--- src/rtl/ecc_scrubber.sv ---
// Background ECC scrubber: walks the address space, reads each word, writes back
// corrected single-bit errors and logs uncorrectable ones. Low-priority requester behind i_grant.
module ecc_scrubber #(
  parameter int DATA_WIDTH = 8,
  parameter int ADDR_WIDTH = 4,
  parameter int RD_LATENCY = 2,
  parameter int WR_LATENCY = 1,
  parameter int INTERVAL   = 16,
  parameter int CNT_WIDTH  = 16
) (
  input  logic                  clka,
  input  logic                  i_rst_n,
  input  logic                  i_scrub_en,
  input  logic                  i_grant,
  output logic                  o_en,
  output logic                  o_we,
  output logic [ADDR_WIDTH-1:0] o_addr,
  output logic [DATA_WIDTH-1:0] o_din,
  input  logic [DATA_WIDTH-1:0] i_dout,
  input  logic                  i_sbit_err,
  input  logic                  i_dbit_err,
  output logic                  o_busy,
  output logic [CNT_WIDTH-1:0]  o_sbit_cnt,
  output logic [CNT_WIDTH-1:0]  o_dbit_cnt,
  output logic [ADDR_WIDTH-1:0] o_dbit_addr,
  output logic                  o_pass_done,
  output logic [2:0]            o_dbg_state
);

  // Request handshake: o_en/o_we/o_addr/o_din are held stable while o_en=1;
  // a request is consumed on the rising edge where o_en=1 and i_grant=1.

  typedef enum logic [2:0] {
    S_IDLE    = 3'd0,
    S_WAIT    = 3'd1,
    S_RD_REQ  = 3'd2,
    S_RD_WAIT = 3'd3,
    S_CHECK   = 3'd4,
    S_WB_REQ  = 3'd5,
    S_WB_WAIT = 3'd6,
    S_NEXT    = 3'd7
  } state_t;

  localparam int TMAX_A = (INTERVAL > RD_LATENCY) ? INTERVAL : RD_LATENCY;
  localparam int TMAX   = (TMAX_A > WR_LATENCY) ? TMAX_A : WR_LATENCY;
  localparam int TW     = (TMAX > 1) ? $clog2(TMAX) : 1;

  localparam logic [TW-1:0] INT_LOAD = TW'(INTERVAL - 1);
  localparam logic [TW-1:0] RD_LOAD  = TW'(RD_LATENCY - 1);
  localparam logic [TW-1:0] WR_LOAD  = TW'(WR_LATENCY - 1);

  state_t                state_q, state_d;
  logic [TW-1:0]         tmr_q, tmr_d;
  logic [ADDR_WIDTH-1:0] addr_q, addr_d;
  logic [DATA_WIDTH-1:0] din_q, din_d;
  logic [DATA_WIDTH-1:0] rdata_q, rdata_d;
  logic                  sbit_q, sbit_d;
  logic                  dbit_q, dbit_d;
  logic                  en_q, en_d;
  logic                  we_q, we_d;
  logic                  busy_q, busy_d;
  logic                  pass_done_q, pass_done_d;
  logic [CNT_WIDTH-1:0]  sbit_cnt_q, sbit_cnt_d;
  logic [CNT_WIDTH-1:0]  dbit_cnt_q, dbit_cnt_d;
  logic [ADDR_WIDTH-1:0] dbit_addr_q, dbit_addr_d;

  always_comb begin
    state_d     = state_q;
    tmr_d       = tmr_q;
    addr_d      = addr_q;
    din_d       = din_q;
    rdata_d     = rdata_q;
    sbit_d      = sbit_q;
    dbit_d      = dbit_q;
    pass_done_d = 1'b0;
    sbit_cnt_d  = sbit_cnt_q;
    dbit_cnt_d  = dbit_cnt_q;
    dbit_addr_d = dbit_addr_q;

    case (state_q)
      S_IDLE: begin
        if (i_scrub_en) begin
          state_d = S_WAIT;
          tmr_d   = INT_LOAD;
        end
      end
      S_WAIT: begin
        if (!i_scrub_en)        state_d = S_IDLE;
        else if (tmr_q == '0)   state_d = S_RD_REQ;
        else                    tmr_d   = tmr_q - TW'(1);
      end
      S_RD_REQ: begin
        if (i_grant) begin
          state_d = S_RD_WAIT;
          tmr_d   = RD_LOAD;
        end
      end
      S_RD_WAIT: begin
        if (tmr_q == '0) begin
          state_d = S_CHECK;
          rdata_d = i_dout;
          sbit_d  = i_sbit_err;
          dbit_d  = i_dbit_err;
        end else begin
          tmr_d = tmr_q - TW'(1);
        end
      end
      S_CHECK: begin
        // Uncorrectable wins when both flags are reported.
        if (dbit_q) begin
          if (dbit_cnt_q != '1) dbit_cnt_d = dbit_cnt_q + CNT_WIDTH'(1);
          dbit_addr_d = addr_q;
          state_d     = S_NEXT;
        end else if (sbit_q) begin
          if (sbit_cnt_q != '1) sbit_cnt_d = sbit_cnt_q + CNT_WIDTH'(1);
          din_d   = rdata_q;
          state_d = S_WB_REQ;
        end else begin
          state_d = S_NEXT;
        end
      end
      S_WB_REQ: begin
        if (i_grant) begin
          state_d = S_WB_WAIT;
          tmr_d   = WR_LOAD;
        end
      end
      S_WB_WAIT: begin
        if (tmr_q == '0) state_d = S_NEXT;
        else             tmr_d   = tmr_q - TW'(1);
      end
      S_NEXT: begin
        addr_d = addr_q + ADDR_WIDTH'(1);
        if (addr_q == '1) pass_done_d = 1'b1;
        if (i_scrub_en) begin
          state_d = S_WAIT;
          tmr_d   = INT_LOAD;
        end else begin
          state_d = S_IDLE;
        end
      end
    endcase

    // Outputs are registered, so they are derived from the next state.
    en_d   = (state_d == S_RD_REQ) || (state_d == S_WB_REQ);
    we_d   = (state_d == S_WB_REQ);
    busy_d = (state_d != S_IDLE);
  end

  always_ff @(posedge clka or negedge i_rst_n) begin
    if (!i_rst_n) begin
      state_q     <= S_IDLE;
      tmr_q       <= '0;
      addr_q      <= '0;
      din_q       <= '0;
      rdata_q     <= '0;
      sbit_q      <= 1'b0;
      dbit_q      <= 1'b0;
      en_q        <= 1'b0;
      we_q        <= 1'b0;
      busy_q      <= 1'b0;
      pass_done_q <= 1'b0;
      sbit_cnt_q  <= '0;
      dbit_cnt_q  <= '0;
      dbit_addr_q <= '0;
    end else begin
      state_q     <= state_d;
      tmr_q       <= tmr_d;
      addr_q      <= addr_d;
      din_q       <= din_d;
      rdata_q     <= rdata_d;
      sbit_q      <= sbit_d;
      dbit_q      <= dbit_d;
      en_q        <= en_d;
      we_q        <= we_d;
      busy_q      <= busy_d;
      pass_done_q <= pass_done_d;
      sbit_cnt_q  <= sbit_cnt_d;
      dbit_cnt_q  <= dbit_cnt_d;
      dbit_addr_q <= dbit_addr_d;
    end
  end

  assign o_en        = en_q;
  assign o_we        = we_q;
  assign o_addr      = addr_q;
  assign o_din       = din_q;
  assign o_busy      = busy_q;
  assign o_sbit_cnt  = sbit_cnt_q;
  assign o_dbit_cnt  = dbit_cnt_q;
  assign o_dbit_addr = dbit_addr_q;
  assign o_pass_done = pass_done_q;
  assign o_dbg_state = state_q;

endmodule

--- config.mk ---
export PLATFORM = sky130hd
export DESIGN_NAME = ecc_scrubber
export DESIGN_NICKNAME = d
export VERILOG_FILES = /design/src/rtl/ecc_scrubber.sv
export SDC_FILE = /design/constraint.sdc
export NUM_CORES = 1
export LEC_CHECK = 0
export ABC_AREA = 0
export CAP_MARGIN = 10
export CORE_MARGIN = 5
export CORE_UTILIZATION = 25
export DETAILED_ROUTE_END_ITERATION = 10
export GPL_TIMING_DRIVEN = 0
export PLACE_DENSITY_LB_ADDON = 0.08
export RECOVER_POWER = 25
export SYNTH_ARGS = -nofsm -noshare
export SYNTH_HDL_FRONTEND = slang
export SYNTH_SLANG_ARGS = --single-unit
--- constraint.sdc ---
create_clock -name clka -period 4.4 [get_ports clka]
set_clock_uncertainty 0.1 [all_clocks]
set_input_delay 0.88 -clock clka [delete_from_list [all_inputs] [get_ports clka]]
set_output_delay 0.88 -clock clka [all_outputs]
set_load 0.02 [all_outputs]
=== After elaboration in Yosys (flattened, before gate mapping) ===
Index checks and enable logic that the tools add are counted.
W data, S select, Z words.

* Register bits: 69
* Bits of input ports: 14
* Logic and storage cells: 67

* Add/subtract/negate cells: 4
* Eq/ne operators: 16
* Mux-type cells: 19
* Bitwise logic cells: 1
* Reduce and logical (&&, ||, !) cells: 13

{| class="wikitable"
|+ Operators with widths
! cell !! count
|-
| $add A16 B1 Y16 const B || 2
|-
| $ne A16 B16 Y1 const B || 2
|-
| $pmux W3 S8 || 1
|-
| $mux W3 || 7
|-
| $mux W4 || 5
|-
| $pmux W4 S5 || 1
|-
| $eq A3 B3 Y1 const B || 5
|-
| $eq A3 B2 Y1 const B || 3
|-
| $ne A2 B2 Y1 const B || 3
|-
| $reduce_and A3 Y1 || 2
|-
| $reduce_and A5 Y1 || 1
|-
| $reduce_bool A5 Y1 || 1
|-
| $add A4 B1 Y4 const B || 1
|-
| $eq A4 B4 Y1 const B || 1
|-
| $logic_not A4 Y1 || 1
|-
| $mux W2 || 2
|-
| $reduce_and A2 Y1 || 2
|-
| $reduce_and A4 Y1 || 1
|-
| $reduce_or A2 Y1 || 2
|-
| $sub A4 B1 Y4 const B || 1
|-
| $eq A3 B1 Y1 const B || 1
|-
| $logic_not A3 Y1 || 1
|-
| $mux W1 || 3
|-
| $reduce_bool A3 Y1 || 1
|-
| other kinds (3) || 3
|}

=== Logic depth before layout (Yosys ltp) ===
Gate-level depths: netlist (run 1).

* Depth in word-level cells: 6
* Gate-level depth with buffers: 7
* Mapped depth without buffers: 6

=== Least setup slack after synthesis (run 1) ===
Ideal clock, no wire load.

* Path type: reg-to-reg
* From: register tmr_q[0]
* To: register dbit_q
* Library setup time: 0.125 ns
* Arrival time: 1.858 ns
* Path slack: 2.317 ns
* Stages on the path, launching flop included: 7
* Period minus slack after synthesis: 2.083 ns
* Cell sequence: dfrtp_1 > inv_1 > ha_1 > or3b_1 > nor3_1 > buf_2 > mux2_2

* Cells in the longest elaborated chain, start to end: 2

{| class="wikitable"
|+ Ends and longest elaborated chain
! element !! RTL line !! text
|-
| from (decl) || 53 || <nowiki>logic [TW-1:0] tmr_q, tmr_d;</nowiki>
|-
| from (signal assigned) || 168 || <nowiki>tmr_q <= tmr_d;</nowiki>
|-
| $logic_not A4 Y1 || 99 || <nowiki>if (tmr_q == '0) begin</nowiki>
|-
| $reduce_and A2 Y1 (no line) || -- ||
|-
| to (signal assigned) || 173 || <nowiki>dbit_q <= dbit_d;</nowiki>
|-
| to (decl) || 58 || <nowiki>logic dbit_q, dbit_d;</nowiki>
|}

Every way passes these cells.
A chain may end at the register's enable or synchronous reset.

=== Worst setup path in the final report (run 1) ===
* From: register state_q[2] (netlist: o_dbg_state[2])
* To: output o_dbg_state[2]

{| class="wikitable"
|+ RTL lines
! element !! RTL line !! text
|-
| from (decl) || 52 || <nowiki>state_t state_q, state_d;</nowiki>
|-
| from (signal assigned) || 167 || <nowiki>state_q <= state_d;</nowiki>
|-
| to (decl) || 27 || <nowiki>output logic [2:0] o_dbg_state</nowiki>
|}

No word-level cell between the ends.

==> impl_metrics.env, run 1 <==
export IMPL_outcome="completed"
export IMPL_top_layer_used="met4"
export IMPL_slowest_stage="clkdlybuf4s50_1"
export IMPL_grt_pass1_wl_um=13700
export IMPL_yosysTopAreaCell="dfrtp_1"
export IMPL_post_cts_setup_buffers=0
export IMPL_p_leak_nw=2.05
export IMPL_io_buffers=68
export IMPL_core_um2=12700
export IMPL_clock_root_buffer="clkbuf_16"
export IMPL_fmax_ghz=0.391
export IMPL_dieHeight_um=124
export IMPL_synth_most_common_cell="dfrtp_1"
export IMPL_dp_cells=545
export IMPL_start_util=0.257
export IMPL_n_antenna_cell=0
export IMPL_num_vias=2520
export IMPL_wl_um=7950
export IMPL_synth_area_um2=3270
export IMPL_drv_slew=0
export IMPL_hpwl_um=5710
export IMPL_relSlewSlack=0.0584
export IMPL_drt_initial_drc_count=125
export IMPL_gr_total_overflow=0
export IMPL_drt_met1_wl_um=3880
export IMPL_synth_area_leaders="dfrtp_1 (53%), xor2_1 (5.9%), mux2_2 (5.9%)"
export IMPL_wl_met3_um=327
export IMPL_grt_max_degree=48
export IMPL_crit_family="buffers and inverters"
export IMPL_synth_ff_type="dfrtp_1"
export IMPL_nNetsFinal=402
export IMPL_critPathKind="flip-flop to primary output"
export IMPL_cts_buffers=9
export IMPL_clk_path_buf_depth=2
export IMPL_setup_violations_final=0
export IMPL_n_fill_cell=1345
export IMPL_crit_buf_inv=1
export IMPL_arrival_ns=1.58
export IMPL_cts_hold_buf=0
export IMPL_cts_repair_resized=0
export IMPL_routabilityCongestion=0.814
export IMPL_ant_nets=0
export IMPL_ys_ff_latch=69
export IMPL_io_pins=69
export IMPL_synth_common_cells="dfrtp_1 (69), nand2_1 (40), xor2_1 (22)"
export IMPL_die_width_um=124
export IMPL_synth_edf_count=0
export IMPL_final_min_clock_period_ns=2.56
export IMPL_holdWs_ns=0.365
export IMPL_h_tree_depth=3
export IMPL_finalWorstSetupSlack_ns=1.84
export IMPL_syn_instance_count=304
export IMPL_min_path_type="flip-flop to flip-flop"
export IMPL_seq_area_frac_synth=0.529
export IMPL_rsz0062_at_grt="false"
export IMPL_yosysWarningCount=0
export IMPL_antenna_found_initial=0
export IMPL_via_per_inst=4.49
export IMPL_end_kind="primary output"
export IMPL_crit_path_cell_trace="clkdlybuf4s50_1"
export IMPL_synthArstFlopShare=1.00
export IMPL_syn_to_final_growth_pct=38.1
export IMPL_final_hold_viol_count=0
export IMPL_tightestPinTransition_ns=1.41
export IMPL_firstDrtPassIters=4
export IMPL_core_rowCount=41
export IMPL_insertion_delay_ns=0.34
export IMPL_ys_types=49
export IMPL_grt_pass1_vias=2594
export IMPL_synth_top_area_share=0.529
export IMPL_cts_sinks=69
export IMPL_synthesis_nets=322
export IMPL_postSynthAreaPerCell_um2=10.7
export IMPL_wl_per_cell_um=14.2
export IMPL_power_w=0.00238
export IMPL_dr_wl_met2_um=3590
export IMPL_drc=0
export IMPL_max_stage_delay_ns=0.69
export IMPL_vdd_drop_max_mv=0.200
export IMPL_die_area_um2=15400
export IMPL_startpoint_type="flip-flop"
export IMPL_fin_cells=561
export IMPL_clk_pin_slew_ns=0.06
export IMPL_cp_max_fo=9
export IMPL_drive_above_1_share=0.113
export IMPL_required_ns=3.42
export IMPL_drv_cap=0
export IMPL_power_density_nw_per_um2=527
export IMPL_min_period_over_period=0.582
export IMPL_tritoncts="done"
export IMPL_grt_total_usage=0.109
export IMPL_place_ws_ns=1.64
-- stage by stage --
stage	setup TNS [ns]	util	instance area (um^2)
2_1_floorplan	0	-	3270
3_3_place_gp	-19.99	0.327	4160
3_5_place_dp	0	0.329	4190
4_1_cts	0	0.355	4510
5_1_grt	0	0.354	4510
6_report	0	0.354	4510
-- final cells by class --
type | count | area [um^2] | area share
Sequential cell | 69 | 1730 | 0.383
Buffer | 12 | 51.3 | 0.0114
Clock inverter | 4 | 70.1 | 0.0155
Clock buffer | 12 | 256 | 0.0569
Timing Repair Buffer | 69 | 702 | 0.156
Inverter | 7 | 26.3 | 0.00583
Multi-Input combinational cell | 216 | 1460 | 0.324
Tap cell | 172 | 215 | 0.0477
-- worst register-to-register path: cells and delay by family, from the launching register on --
| kind | cells | cell delay (ns) |
|---|---|---|
| fa+ha+maj | 1 | 0.23 |
| simple gates | 2 | 0.77 |
| flops | 1 | 0.39 |
| mux | 1 | 0.37 |
| buf+inv | 2 | 0.42 |
-- sequential cells by signal, indices dropped and copies added (netlist names), 3 cells and up --
register     count
o_addr           4
o_dbg_state      3
o_dbit_addr      4
o_dbit_cnt      16
o_din            8
o_sbit_cnt      16
rdata_q          8
tmr_q            4
-- layout by cell type, fill, tap and decap left out, drive strengths merged, types with 4 or more instances in the layout --
cell,count
clkdlybuf4s50,67
nand4,12
nor3,13
mux2,17
nor4,9
ha,4
o21ai,6
nand3,11
nand2,40
a21oi,9
xnor2,11
nor3b,4
buf,5
dfrtp,69
clkbuf,21
or3,5
nor2,13
xor2,22
inv,7
-- path summary, 6_finish.rpt --
check | startpoint | end | slack (ns) | cells past startpoint
setup / recovery | o_dbg_state[2] | o_dbg_state[2] | 1.84 | 1
hold / removal | rdata_q[4] | o_din[4] | 0.36 | 2
setup reg to reg | tmr_q[0] | rdata_q[7] | 2.00 | 6
hold reg to reg | rdata_q[4] | o_din[4] | 0.36 | 2
max in group asynchronous | i_rst_n | o_sbit_cnt[0] | 2.56 | 2
min in group asynchronous | i_rst_n | o_dbit_cnt[4] | 0.76 | 1
-- layer usage --
layer,up-vias,GRT usage
met5,-,0
met3,10,0.0317
met4,0,0.0619
met1,1221,0.144
met2,50,0.159
li1,1239,-
-- report_power, final --
group | internal, W | total (W) | leakage [nW] | switching (W)
registers | 0.000766 | 0.000884 | 0.925 | 0.000118
clock network | 0.000525 | 0.000797 | 0.163 | 0.000272
logic | 0.000334 | 0.000697 | 0.963 | 0.000363
total | 0.00163 | 0.00238 | 2.05 | 0.000753
-- cell families (layout without fill, tap and decap cells) --
group / Yosys count / in the layout / share of synthesized area
AND/OR/NAND/NOR: 132 / 132 / 0.226
flip-flops: 69 / 69 / 0.529
XOR/XNOR: 33 / 33 / 0.0885
AO/OA/AOI/OAI: 29 / 29 / 0.0563
buffers and inverters: 19 / 104 / 0.0238
multiplexers: 18 / 18 / 0.0617
adder cells (fa/ha/maj): 4 / 4 / 0.0153
Note: power is estimated with default switching activity, not from simulation.
==> run 2, diff against run 1 <==
==> constraint.sdc (replaced) <==
create_clock -name clka -period 2.35 [get_ports clka]
set_clock_uncertainty 0.1 [all_clocks]
set_input_delay 0.47 -clock clka [delete_from_list [all_inputs] [get_ports clka]]
set_output_delay 0.47 -clock clka [all_outputs]
set_load 0.02 [all_outputs]
==> run 2 against run 1 <==
Net effect:
- clock power up 87%
- sequential cell count is the same
- global-route usage hardly changed
- combinational power increased by 89%
- clock-buffer cell count stayed put
- routed wire length up 0.49%
- die area unchanged
- core utilization barely moved
- final area is 0.14% higher
- via count up 0.20%
- hold slack worse by 0.0036 ns
==> impl_metrics.env, run 2 (synthesis results as in run 1) <==
export IMPL_arrival_ns=2.31
export IMPL_outcome="completed"
export IMPL_crit_buf_inv=2
export IMPL_critPathKind="flip-flop to flip-flop"
export IMPL_crit_end="rdata_q[7]"
export IMPL_io_buffers=68
export IMPL_dieHeight_um=124
export IMPL_setup_violations_final=0
export IMPL_h_tree_depth=3
export IMPL_min_path_type="flip-flop to flip-flop"
export IMPL_crit_family="simple AND/OR/NAND/NOR gates"
export IMPL_fmax_ghz=0.455
export IMPL_core_um2=12700
export IMPL_core_rowCount=41
export IMPL_required_ns=2.47
export IMPL_drt_initial_drc_count=126
export IMPL_clk_path_buf_depth=2
export IMPL_start_util=0.257
export IMPL_wl_um=7990
export IMPL_slowest_stage="or3b_4"
export IMPL_syn_to_final_growth_pct=38.3
export IMPL_vdd_drop_max_mv=0.373
export IMPL_routabilityCongestion=0.814
export IMPL_max_stage_delay_ns=0.44
export IMPL_hpwl_um=5710
export IMPL_placed_area_um2=4190
export IMPL_r2r_end="rdata_q[7]"
export IMPL_rr_startpoint="tmr_q[0]"
export IMPL_insertion_delay_ns=0.34
export IMPL_crit_path_cell_trace="inv_1 -> ha_1 -> or3b_4 -> nor3_2 -> buf_4 -> mux2_2"
export IMPL_final_cell_area_um2=4520
export IMPL_power_density_nw_per_um2=988
export IMPL_num_vias=2525
export IMPL_tightestPinTransition_ns=0.654
export IMPL_min_period_over_period=0.934
export IMPL_holdWs_ns=0.361
export IMPL_wl_per_cell_um=14.2
export IMPL_cp_max_fo=10
export IMPL_rsz0062_at_grt="false"
export IMPL_mostFrequentLayoutCell="dfrtp_1"
export IMPL_tritoncts="done"
export IMPL_mostFrequentLayoutCells="dfrtp_1 (69), clkdlybuf4s50_1 (67), nand2_1 (40), xor2_1 (22), mux2_2 (17)"
export IMPL_grt_max_degree=48
export IMPL_gr_total_overflow=0
export IMPL_post_cts_setup_buffers=0
export IMPL_io_pins=69
export IMPL_firstDrtPassIters=4
export IMPL_clk_pin_slew_ns=0.05
export IMPL_cp_depth=6
export IMPL_n_fill_cell=1343
export IMPL_grt_pass1_wl_um=13700
export IMPL_die_area_um2=15400
export IMPL_cts_buffers=9
export IMPL_p_leak_nw=2.05
export IMPL_grt_pass1_vias=2600
export IMPL_r2r_cells=6
export IMPL_drive_above_1_share=0.123
export IMPL_drv_cap=0
export IMPL_cts_sinks=69
export IMPL_startpoint_type="flip-flop"
export IMPL_die_width_um=124
export IMPL_drv_slew=0
export IMPL_n_antenna_cell=0
export IMPL_worstSetupStartpoint="tmr_q[0]"
export IMPL_grt_total_usage=0.110
export IMPL_drc=0
export IMPL_relSlewSlack=0.564
export IMPL_clock_root_buffer="clkbuf_16"
export IMPL_via_per_inst=4.49
export IMPL_antenna_found_initial=0
export IMPL_final_hold_viol_count=0
export IMPL_ant_nets=0
export IMPL_r2r_slack_ns=0.15
export IMPL_nNetsFinal=403
export IMPL_end_kind="flip-flop"
export IMPL_final_min_clock_period_ns=2.20
## run 2: cell count changes in the layout (fill, tap and decap cells not counted)
cell           before  now
or3b_4              0    1
nor3_2              0    2
buf_4               0    1
buf_2               4    3
buf_16              1    0
dlygate4sd3_1       0    1
clkbuf_4            0    1
or3b_1              1    0
clkbuf_1            9    8
clkbuf_2            1    2
nor3_1             13   11
## run 2: worst min-delay path by stage
stage                     from            end  slack, ns  cells past startpoint
floorplan              i_rst_n         dbit_q       0.07                      0
global placement    rdata_q[1]       o_din[1]       0.34                      2
detailed placement     i_rst_n  o_dbit_cnt[5]       0.31                      1
CTS                 rdata_q[6]       o_din[6]       0.37                      2
global route        rdata_q[3]       o_din[3]       0.40                      2
finish              rdata_q[4]       o_din[4]       0.36                      2
## run 2: per-layer routing
metal / global-route usage / wire length (um)
met1: 0.145 / 3900
met2: 0.160 / 3620
met3: 0.0322 / 319
met4: 0.0619 / 148
met5: 0 / 0
## run 2: what timing repair did
item                                   in CTS  in global routing
setup endpoints to repair                   9                 12
gates cloned                                0                  0
endpoints found under the hold margin      22                  0
pin swaps                                   0                  1
resized for setup                           2                  2
hold buffers                                1                  0
## run 2: area by class of cell
cell class	count	area, um^2	share of cell area
multi-input cells	216	1470	0.326
inverters	7	26.3	0.00582
well taps	172	215	0.0477
clock buffers	12	256	0.0568
plain buffers	12	53.8	0.0119
repair buffers	70	693	0.154
flip-flops and latches	69	1730	0.382
clock inverters	4	70.1	0.0155
## run 2: power breakdown
part / switching [W] / internal (W) / leakage (nW)
Sequential: 0.000221 / 0.00143 / 0.925
Combinational: 0.000691 / 0.000629 / 0.965
Clock: 0.000504 / 0.000983 / 0.163
Total: 0.00142 / 0.00305 / 2.05
## run 2: worst reg2reg max path: cells and delay by family, from the launching register on
family / cells / cell delay [ns]
multiplexers: 1 / 0.35
buffers and inverters: 2 / 0.34
AND/OR/NAND/NOR: 2 / 0.67
adder cells (fa/ha/maj): 1 / 0.23
flip-flops: 1 / 0.39
## run 2: through the flow
| step | power (W) | instances | setup slack, ns | utilization | TNS, ns |
|---|---|---|---|---|---|
| floorplan | 0.00246 | 304 | 0.267 | - | 0 |
| global placement | 0.00299 | 544 | -1.94 | 0.327 | -133.80 |
| global route | 0.00475 | 562 | 0.0134 | 0.355 | 0 |
| finish | 0.00446 | 562 | 0.154 | 0.355 | 0 |
| detailed placement | 0.00300 | 545 | -0.0658 | 0.329 | -0.519 |
| CTS | 0.00453 | 562 | 0.0645 | 0.356 | 0 |
